[config.mk]
export PLATFORM = sky130hd
export DESIGN_NAME = accum_alu_seq
export DESIGN_NICKNAME = d
export VERILOG_FILES = /design/src/rtl/alu_pkg.sv /design/src/rtl/seq_mult.sv /design/src/rtl/accum_alu_seq.sv
export SDC_FILE = /design/constraint.sdc
export NUM_CORES = 1
export LEC_CHECK = 0
export CAP_MARGIN = 20
export CORE_AREA = 4 4 108 110
export CTS_CLUSTER_SIZE = 16
export DETAILED_ROUTE_END_ITERATION = 8
export DIE_AREA = 0 0 112 114
export DONT_BUFFER_PORTS = 1
export GPL_TIMING_DRIVEN = 0
export PLACE_DENSITY = 0.59
export SKIP_CTS_REPAIR_TIMING = 1
export SLEW_MARGIN = 10
export SYNTH_ARGS = -nofsm -noshare
export SYNTH_HDL_FRONTEND = slang
export SYNTH_HIERARCHICAL = 1
export SYNTH_SLANG_ARGS = --single-unit
[constraint.sdc]
create_clock -name clk -period 5.3 [get_ports clk]
set_input_delay 0.53 -clock clk [delete_from_list [all_inputs] [get_ports clk]]
set_output_delay 0.53 -clock clk [all_outputs]
set_load 0.005 [all_outputs]
[src/rtl/alu_pkg.sv]
// Shared op-code and FSM-state encodings for the accumulator ALU.
package alu_pkg;

    typedef enum logic [2:0] {
        OP_AND  = 3'b000,
        OP_OR   = 3'b001,
        OP_XOR  = 3'b010,
        OP_NOT  = 3'b011,
        OP_ADD  = 3'b100,
        OP_SUB  = 3'b101,
        OP_MUL  = 3'b110,
        OP_LOAD = 3'b111
    } aluOp_t;

    typedef enum logic [1:0] {
        ST_OFF   = 2'b00,
        ST_READY = 2'b01,
        ST_RUN   = 2'b10,
        ST_ERROR = 2'b11
    } aluState_t;

endpackage

[src/rtl/seq_mult.sv]
// Iterative unsigned shift-add multiplier: start loads operands, the full
// product is presented with done exactly WIDTH edges after the start edge.
module seq_mult #(
    parameter int WIDTH = 8
) (
    input  logic               clk,
    input  logic               rst,
    input  logic               start,
    input  logic               abort,
    input  logic [WIDTH-1:0]   a,
    input  logic [WIDTH-1:0]   b,
    output logic               done,
    output logic [2*WIDTH-1:0] product
);

    localparam int CW = (WIDTH > 1) ? $clog2(WIDTH) : 1;

    logic [2*WIDTH-1:0] mcandQ;
    logic [2*WIDTH-1:0] partialQ;
    logic [WIDTH-1:0]   mplierQ;
    logic [CW-1:0]      countQ;
    logic               busyQ;
    logic [2*WIDTH-1:0] addend;
    logic               lastStep;

    assign addend   = mplierQ[0] ? mcandQ : '0;
    assign lastStep = busyQ && (countQ == CW'(WIDTH - 1));

    // The final bit is folded in combinationally so the owner can capture
    // the product on the WIDTH-th edge instead of one edge later.
    assign done    = lastStep;
    assign product = partialQ + addend;

    // NOTE: the datapath registers are cleared on reset/abort as well as the
    // control bits, so a restarted multiply never sees stale partial sums.
    always_ff @(posedge clk) begin
        if (rst || abort) begin
            mcandQ   <= '0;
            partialQ <= '0;
            mplierQ  <= '0;
            countQ   <= '0;
            busyQ    <= 1'b0;
        end else if (start) begin
            mcandQ   <= {{WIDTH{1'b0}}, a};
            partialQ <= '0;
            mplierQ  <= b;
            countQ   <= '0;
            busyQ    <= 1'b1;
        end else if (busyQ) begin
            if (lastStep) begin
                busyQ <= 1'b0;
            end else begin
                partialQ <= partialQ + addend;
                mcandQ   <= mcandQ << 1;
                mplierQ  <= mplierQ >> 1;
                countQ   <= countQ + 1'b1;
            end
        end
    end

endmodule

[src/rtl/accum_alu_seq.sv]
// Accumulator ALU with a power/ready/run/error FSM; single-cycle logic and
// add/sub ops, WIDTH-cycle iterative multiply via seq_mult.
module accum_alu_seq
    import alu_pkg::*;
#(
    parameter int WIDTH = 8
) (
    input  logic             clk,
    input  logic             rst,
    input  logic             on,
    input  logic             in_valid,
    output logic             in_ready,
    input  logic [2:0]       op,
    input  logic [WIDTH-1:0] operand,
    input  logic             clr_err,
    output logic [WIDTH-1:0] acc,
    output logic             out_valid,
    output logic             overflow,
    output logic             error,
    output logic [1:0]       state
);

    aluState_t          stateQ, stateD;
    logic [WIDTH-1:0]   accQ, accD;
    logic               outValidQ, outValidD;
    logic               overflowQ, overflowD;

    logic [WIDTH:0]     sumWide;
    logic [WIDTH-1:0]   aluResult;
    logic               aluOvf;

    logic               mulStart;
    logic               mulDone;
    logic [2*WIDTH-1:0] mulProduct;
    logic               mulOvf;

    seq_mult #(.WIDTH(WIDTH)) uMult (
        .clk     (clk),
        .rst     (rst),
        .start   (mulStart),
        .abort   (!on),
        .a       (accQ),
        .b       (operand),
        .done    (mulDone),
        .product (mulProduct)
    );

    assign mulOvf = |mulProduct[2*WIDTH-1:WIDTH];

    // NOTE: every combinational output gets a default before the case so no
    // path leaves a value unassigned and infers a latch.
    always_comb begin
        sumWide   = '0;
        aluResult = accQ;
        aluOvf    = 1'b0;
        case (op)
            OP_AND:  aluResult = accQ & operand;
            OP_OR:   aluResult = accQ | operand;
            OP_XOR:  aluResult = accQ ^ operand;
            OP_NOT:  aluResult = ~accQ;
            OP_ADD: begin
                sumWide   = {1'b0, accQ} + {1'b0, operand};
                aluResult = sumWide[WIDTH-1:0];
                aluOvf    = sumWide[WIDTH];
            end
            OP_SUB: begin
                aluResult = accQ - operand;
                aluOvf    = operand > accQ;
            end
            OP_LOAD: aluResult = operand;
            default: aluResult = accQ;
        endcase
    end

    always_comb begin
        stateD    = stateQ;
        accD      = accQ;
        outValidD = 1'b0;
        overflowD = 1'b0;
        mulStart  = 1'b0;
        if (!on) begin
            stateD = ST_OFF;
        end else begin
            case (stateQ)
                ST_OFF:   stateD = ST_READY;
                ST_READY: begin
                    if (in_valid) begin
                        if (op == OP_MUL) begin
                            mulStart = 1'b1;
                            stateD   = ST_RUN;
                        end else begin
                            accD      = aluResult;
                            outValidD = 1'b1;
                            overflowD = aluOvf;
                            stateD    = aluOvf ? ST_ERROR : ST_READY;
                        end
                    end
                end
                ST_RUN: begin
                    if (mulDone) begin
                        accD      = mulProduct[WIDTH-1:0];
                        outValidD = 1'b1;
                        overflowD = mulOvf;
                        stateD    = mulOvf ? ST_ERROR : ST_READY;
                    end
                end
                ST_ERROR: begin
                    if (clr_err) stateD = ST_READY;
                end
                default:  stateD = ST_OFF;
            endcase
        end
    end

    // NOTE: state registers use non-blocking assignment so every flop samples
    // the pre-edge values regardless of statement order.
    always_ff @(posedge clk) begin
        if (rst) begin
            stateQ    <= ST_OFF;
            accQ      <= '0;
            outValidQ <= 1'b0;
            overflowQ <= 1'b0;
        end else begin
            stateQ    <= stateD;
            accQ      <= accD;
            outValidQ <= outValidD;
            overflowQ <= overflowD;
        end
    end

    assign in_ready  = (stateQ == ST_READY) && on;
    assign error     = (stateQ == ST_ERROR);
    assign acc       = accQ;
    assign out_valid = outValidQ;
    assign overflow  = overflowQ;
    assign state     = stateQ;

endmodule

==> results.sh <==
export IMPL_path_max_fanout=10
export IMPL_setup_viol=0
export IMPL_core_area_um2=10700
export IMPL_finalWirelength_um=13290
export IMPL_cts_max_path_buffers=2
export IMPL_synth_top_flop_cell="dfxtp_1"
export IMPL_period_needed_ns=3.450
export IMPL_gp_congestion=0.8671
export IMPL_synth_warning_count=6
export IMPL_overflow=0
export IMPL_synth_cells=626
export IMPL_hold_ws_ns=0.3450
export IMPL_drv_slew=0
export IMPL_num_vias=4506
export IMPL_grt_antenna_before_repair=0
export IMPL_finalHoldViolations=0
export IMPL_io_buffers=0
export IMPL_arrival_ns=3.66
export IMPL_postRouteAntennaNets=0
export IMPL_vias_per_cell=5.822
export IMPL_outcome="complete, no violations"
export IMPL_rows=38
export IMPL_numCtsBuffers=5
export IMPL_drive_gt1_share_pct=8.044
export IMPL_drc=0
export IMPL_power_density_nw_per_um2=160.1
export IMPL_synth_nets=689
export IMPL_final_setup_skew_ns=0.01307
export IMPL_syn_to_final_growth_pct=5.675
export IMPL_path_class="flop to flop"
export IMPL_max_freq_mhz=289.8
export IMPL_fin_util_pct=46.39
export IMPL_nets=696
export IMPL_ios=30
export IMPL_grt_max_degree=19
export IMPL_die_h_um=114
export IMPL_synthesis_area_um2=4696
export IMPL_peakVddDrop_v=0.00008187
export IMPL_leakage_nw=2.032
export IMPL_crit_required_ns=5.51
export IMPL_synth_seq_cells=56
export IMPL_ys_seq_area_share_pct=23.87
export IMPL_clk_latency_ns=0.32
export IMPL_min_path_type="input port to flop"
export IMPL_drt_first_pass_iters=6
export IMPL_clkSinkCount=56
export IMPL_grt_first_pass_wirelength_um=22300
export IMPL_synth_edf_count=0
export IMPL_fp_dieW_um=112
export IMPL_die_area_um2=12770
export IMPL_setup_tns_final_ns=0
export IMPL_post_route_period_util_pct=65.10
export IMPL_worstSetupStartpointType="flop"
export IMPL_syn_area_per_cell_um2=7.501
export IMPL_drt_iter0_drc=429
export IMPL_cts_root_buf="clkbuf_8"
export IMPL_cap_violations=0
export IMPL_worstMarginPinSlew_ns=0.6181
export IMPL_endpoint_kind="flop"
export IMPL_ys_types=74
export IMPL_clkTransAtPathRegs_ns=0.11
export IMPL_r2r_setup_slack_ns=1.85
export IMPL_cts_htree_levels=2
export IMPL_cts_tree="built"
export IMPL_rsz0062_at_grt="false"
export IMPL_dpl_hpwl_um=10330
export IMPL_slew_limit_headroom_pct=58.79
export IMPL_async_flop_share_pct=0
export IMPL_wire_per_inst_um=17.17
export IMPL_start_util_pct=43.89
export IMPL_diodes=0
export IMPL_grt_pass1_vias=4286
export IMPL_grtUsageTotal_pct=21.18
-- final cells by class --
| type | instances | area [µm²] |
|---|---|---|
| multi-input cells | 500 | 3273 |
| fillers | 1140 | 5736 |
| inverters | 32 | 120.1 |
| well taps | 140 | 175.2 |
| flip-flops and latches | 56 | 1121 |
| clock inverters | 3 | 22.52 |
| clock buffers | 5 | 68.82 |
| plain buffers | 38 | 181.4 |
-- worst max-delay path, cell delays in order (launching register included) --
cell,delay [ns]
dfxtp_1,0.48
clkbuf_1,0.33
and2_1,0.19
ha_1,0.22
clkbuf_1,0.18
a21oi_1,0.16
nor2_1,0.06
a211oi_2,0.47
nor2_1,0.09
or3_1,0.38
nor4_1,0.22
nand2_1,0.14
o2bb2ai_1,0.17
a21oi_1,0.14
a211oi_1,0.09
-- metrics by stage --
step | cell area (µm²) | setup WS [ns] | total power, W | std cells
4_1_cts | 4962 | 1.879 | 0.0008023 | 774
2_1_floorplan | 4696 | 2.496 | 0.0005252 | 626
6_report | 4962 | 1.850 | 0.0007943 | 774
5_1_grt | 4962 | 1.568 | 0.0008326 | 774
3_5_place_dp | 4871 | 1.921 | 0.0005531 | 766
3_3_place_gp | 4871 | 1.912 | 0.0005504 | 766
-- cells by family (layout without fill, tap and decap cells) --
family,Yosys count,count (layout),synth area share [%]
muxes,8,8,1.759
and+or+nand+nor,245,245,25.31
xor gates and xnor gates,20,20,3.730
DFF,56,56,23.87
AOI/OAI and AO/OA,180,180,25.90
buffers and inverters,70,78,6.421
adders and majority gates,47,47,13.00
-- metal layers --
layer / GRT usage [%] / wire length, µm / part of all wire (%)
met3: 3.607 / 838 / 6.3
met5: 0 / 0 / 0
met4: 4.167 / 172 / 1.3
met2: 32.89 / 5769 / 43
met1: 31.12 / 6511 / 49
-- path summary, 6_finish.rpt --
path / from / end / cells after the start
worst max-delay path: uMult/mplierQ[0] / state[1] / 14
worst min-delay path: operand[3] / uMult/mplierQ[3] / 2
worst max register to register: uMult/mplierQ[0] / state[1] / 14
worst min register to register: uMult/partialQ[10] / uMult/partialQ[10] / 2
-- cell usage in the layout (no fill, tap or decap), types with 4 or more instances in the layout --
cell type	n
nor2_1	54
a31oi_1	7
ha_1	44
clkbuf_8	5
a22oi_1	4
o211ai_1	5
inv_1	31
a221oi_1	5
xnor2_1	10
nand3_1	11
a22o_1	4
and2_1	17
nand2b_1	10
nor2b_1	5
nand3b_1	5
nand2_1	100
and3_1	5
dfxtp_1	56
clkbuf_1	22
a21o_1	9
mux2i_1	6
nor4_1	6
a211oi_1	9
buf_2	9
a21oi_1	74
nor3_1	8
o21ai_0	18
xor2_1	10
o2bb2ai_1	4
a21oi_2	4
nand4_1	4
-- synth_stat cells, drive strengths merged, types with 5 or more instances --
library cell | number | area [µm²]
inv | 32 | 120.1
buf | 15 | 93.83
and3 | 5 | 31.28
nand2b | 11 | 76.32
a211oi | 11 | 92.58
dfxtp | 56 | 1121
mux2i | 6 | 60.06
a31oi | 7 | 43.79
o211ai | 5 | 37.54
nor2 | 55 | 209.0
a221oi | 5 | 43.79
o21ai | 23 | 122.6
nor2b | 6 | 40.04
a21o | 9 | 67.56
nand2 | 101 | 381.6
xor2 | 10 | 87.58
nand3b | 6 | 57.56
xnor2 | 10 | 87.58
nor3 | 9 | 50.05
nand3 | 12 | 72.57
a21oi | 78 | 405.4
ha | 44 | 550.5
clkbuf | 23 | 87.58
nor4 | 6 | 37.54
and2 | 17 | 106.4
-- flip-flops by register name (all words and copies together) (netlist names) --
register / cells
acc: 8
out_valid: 1
overflow: 1
state: 2
uMult/busyQ: 1
uMult/countQ: 3
uMult/mcandQ: 16
uMult/mplierQ: 8
uMult/partialQ: 16
-- report_power, final --
group	switching (W)	internal (W)	total, W	leakage, nW
logic	0.0000725	0.0000451	0.000118	1.53
clock network	0.000154	0.0000953	0.000249	0.0485
registers	0.00000453	0.000423	0.000427	0.451
total	0.000231	0.000563	0.000794	2.03
(Power assumes the default switching activity.)
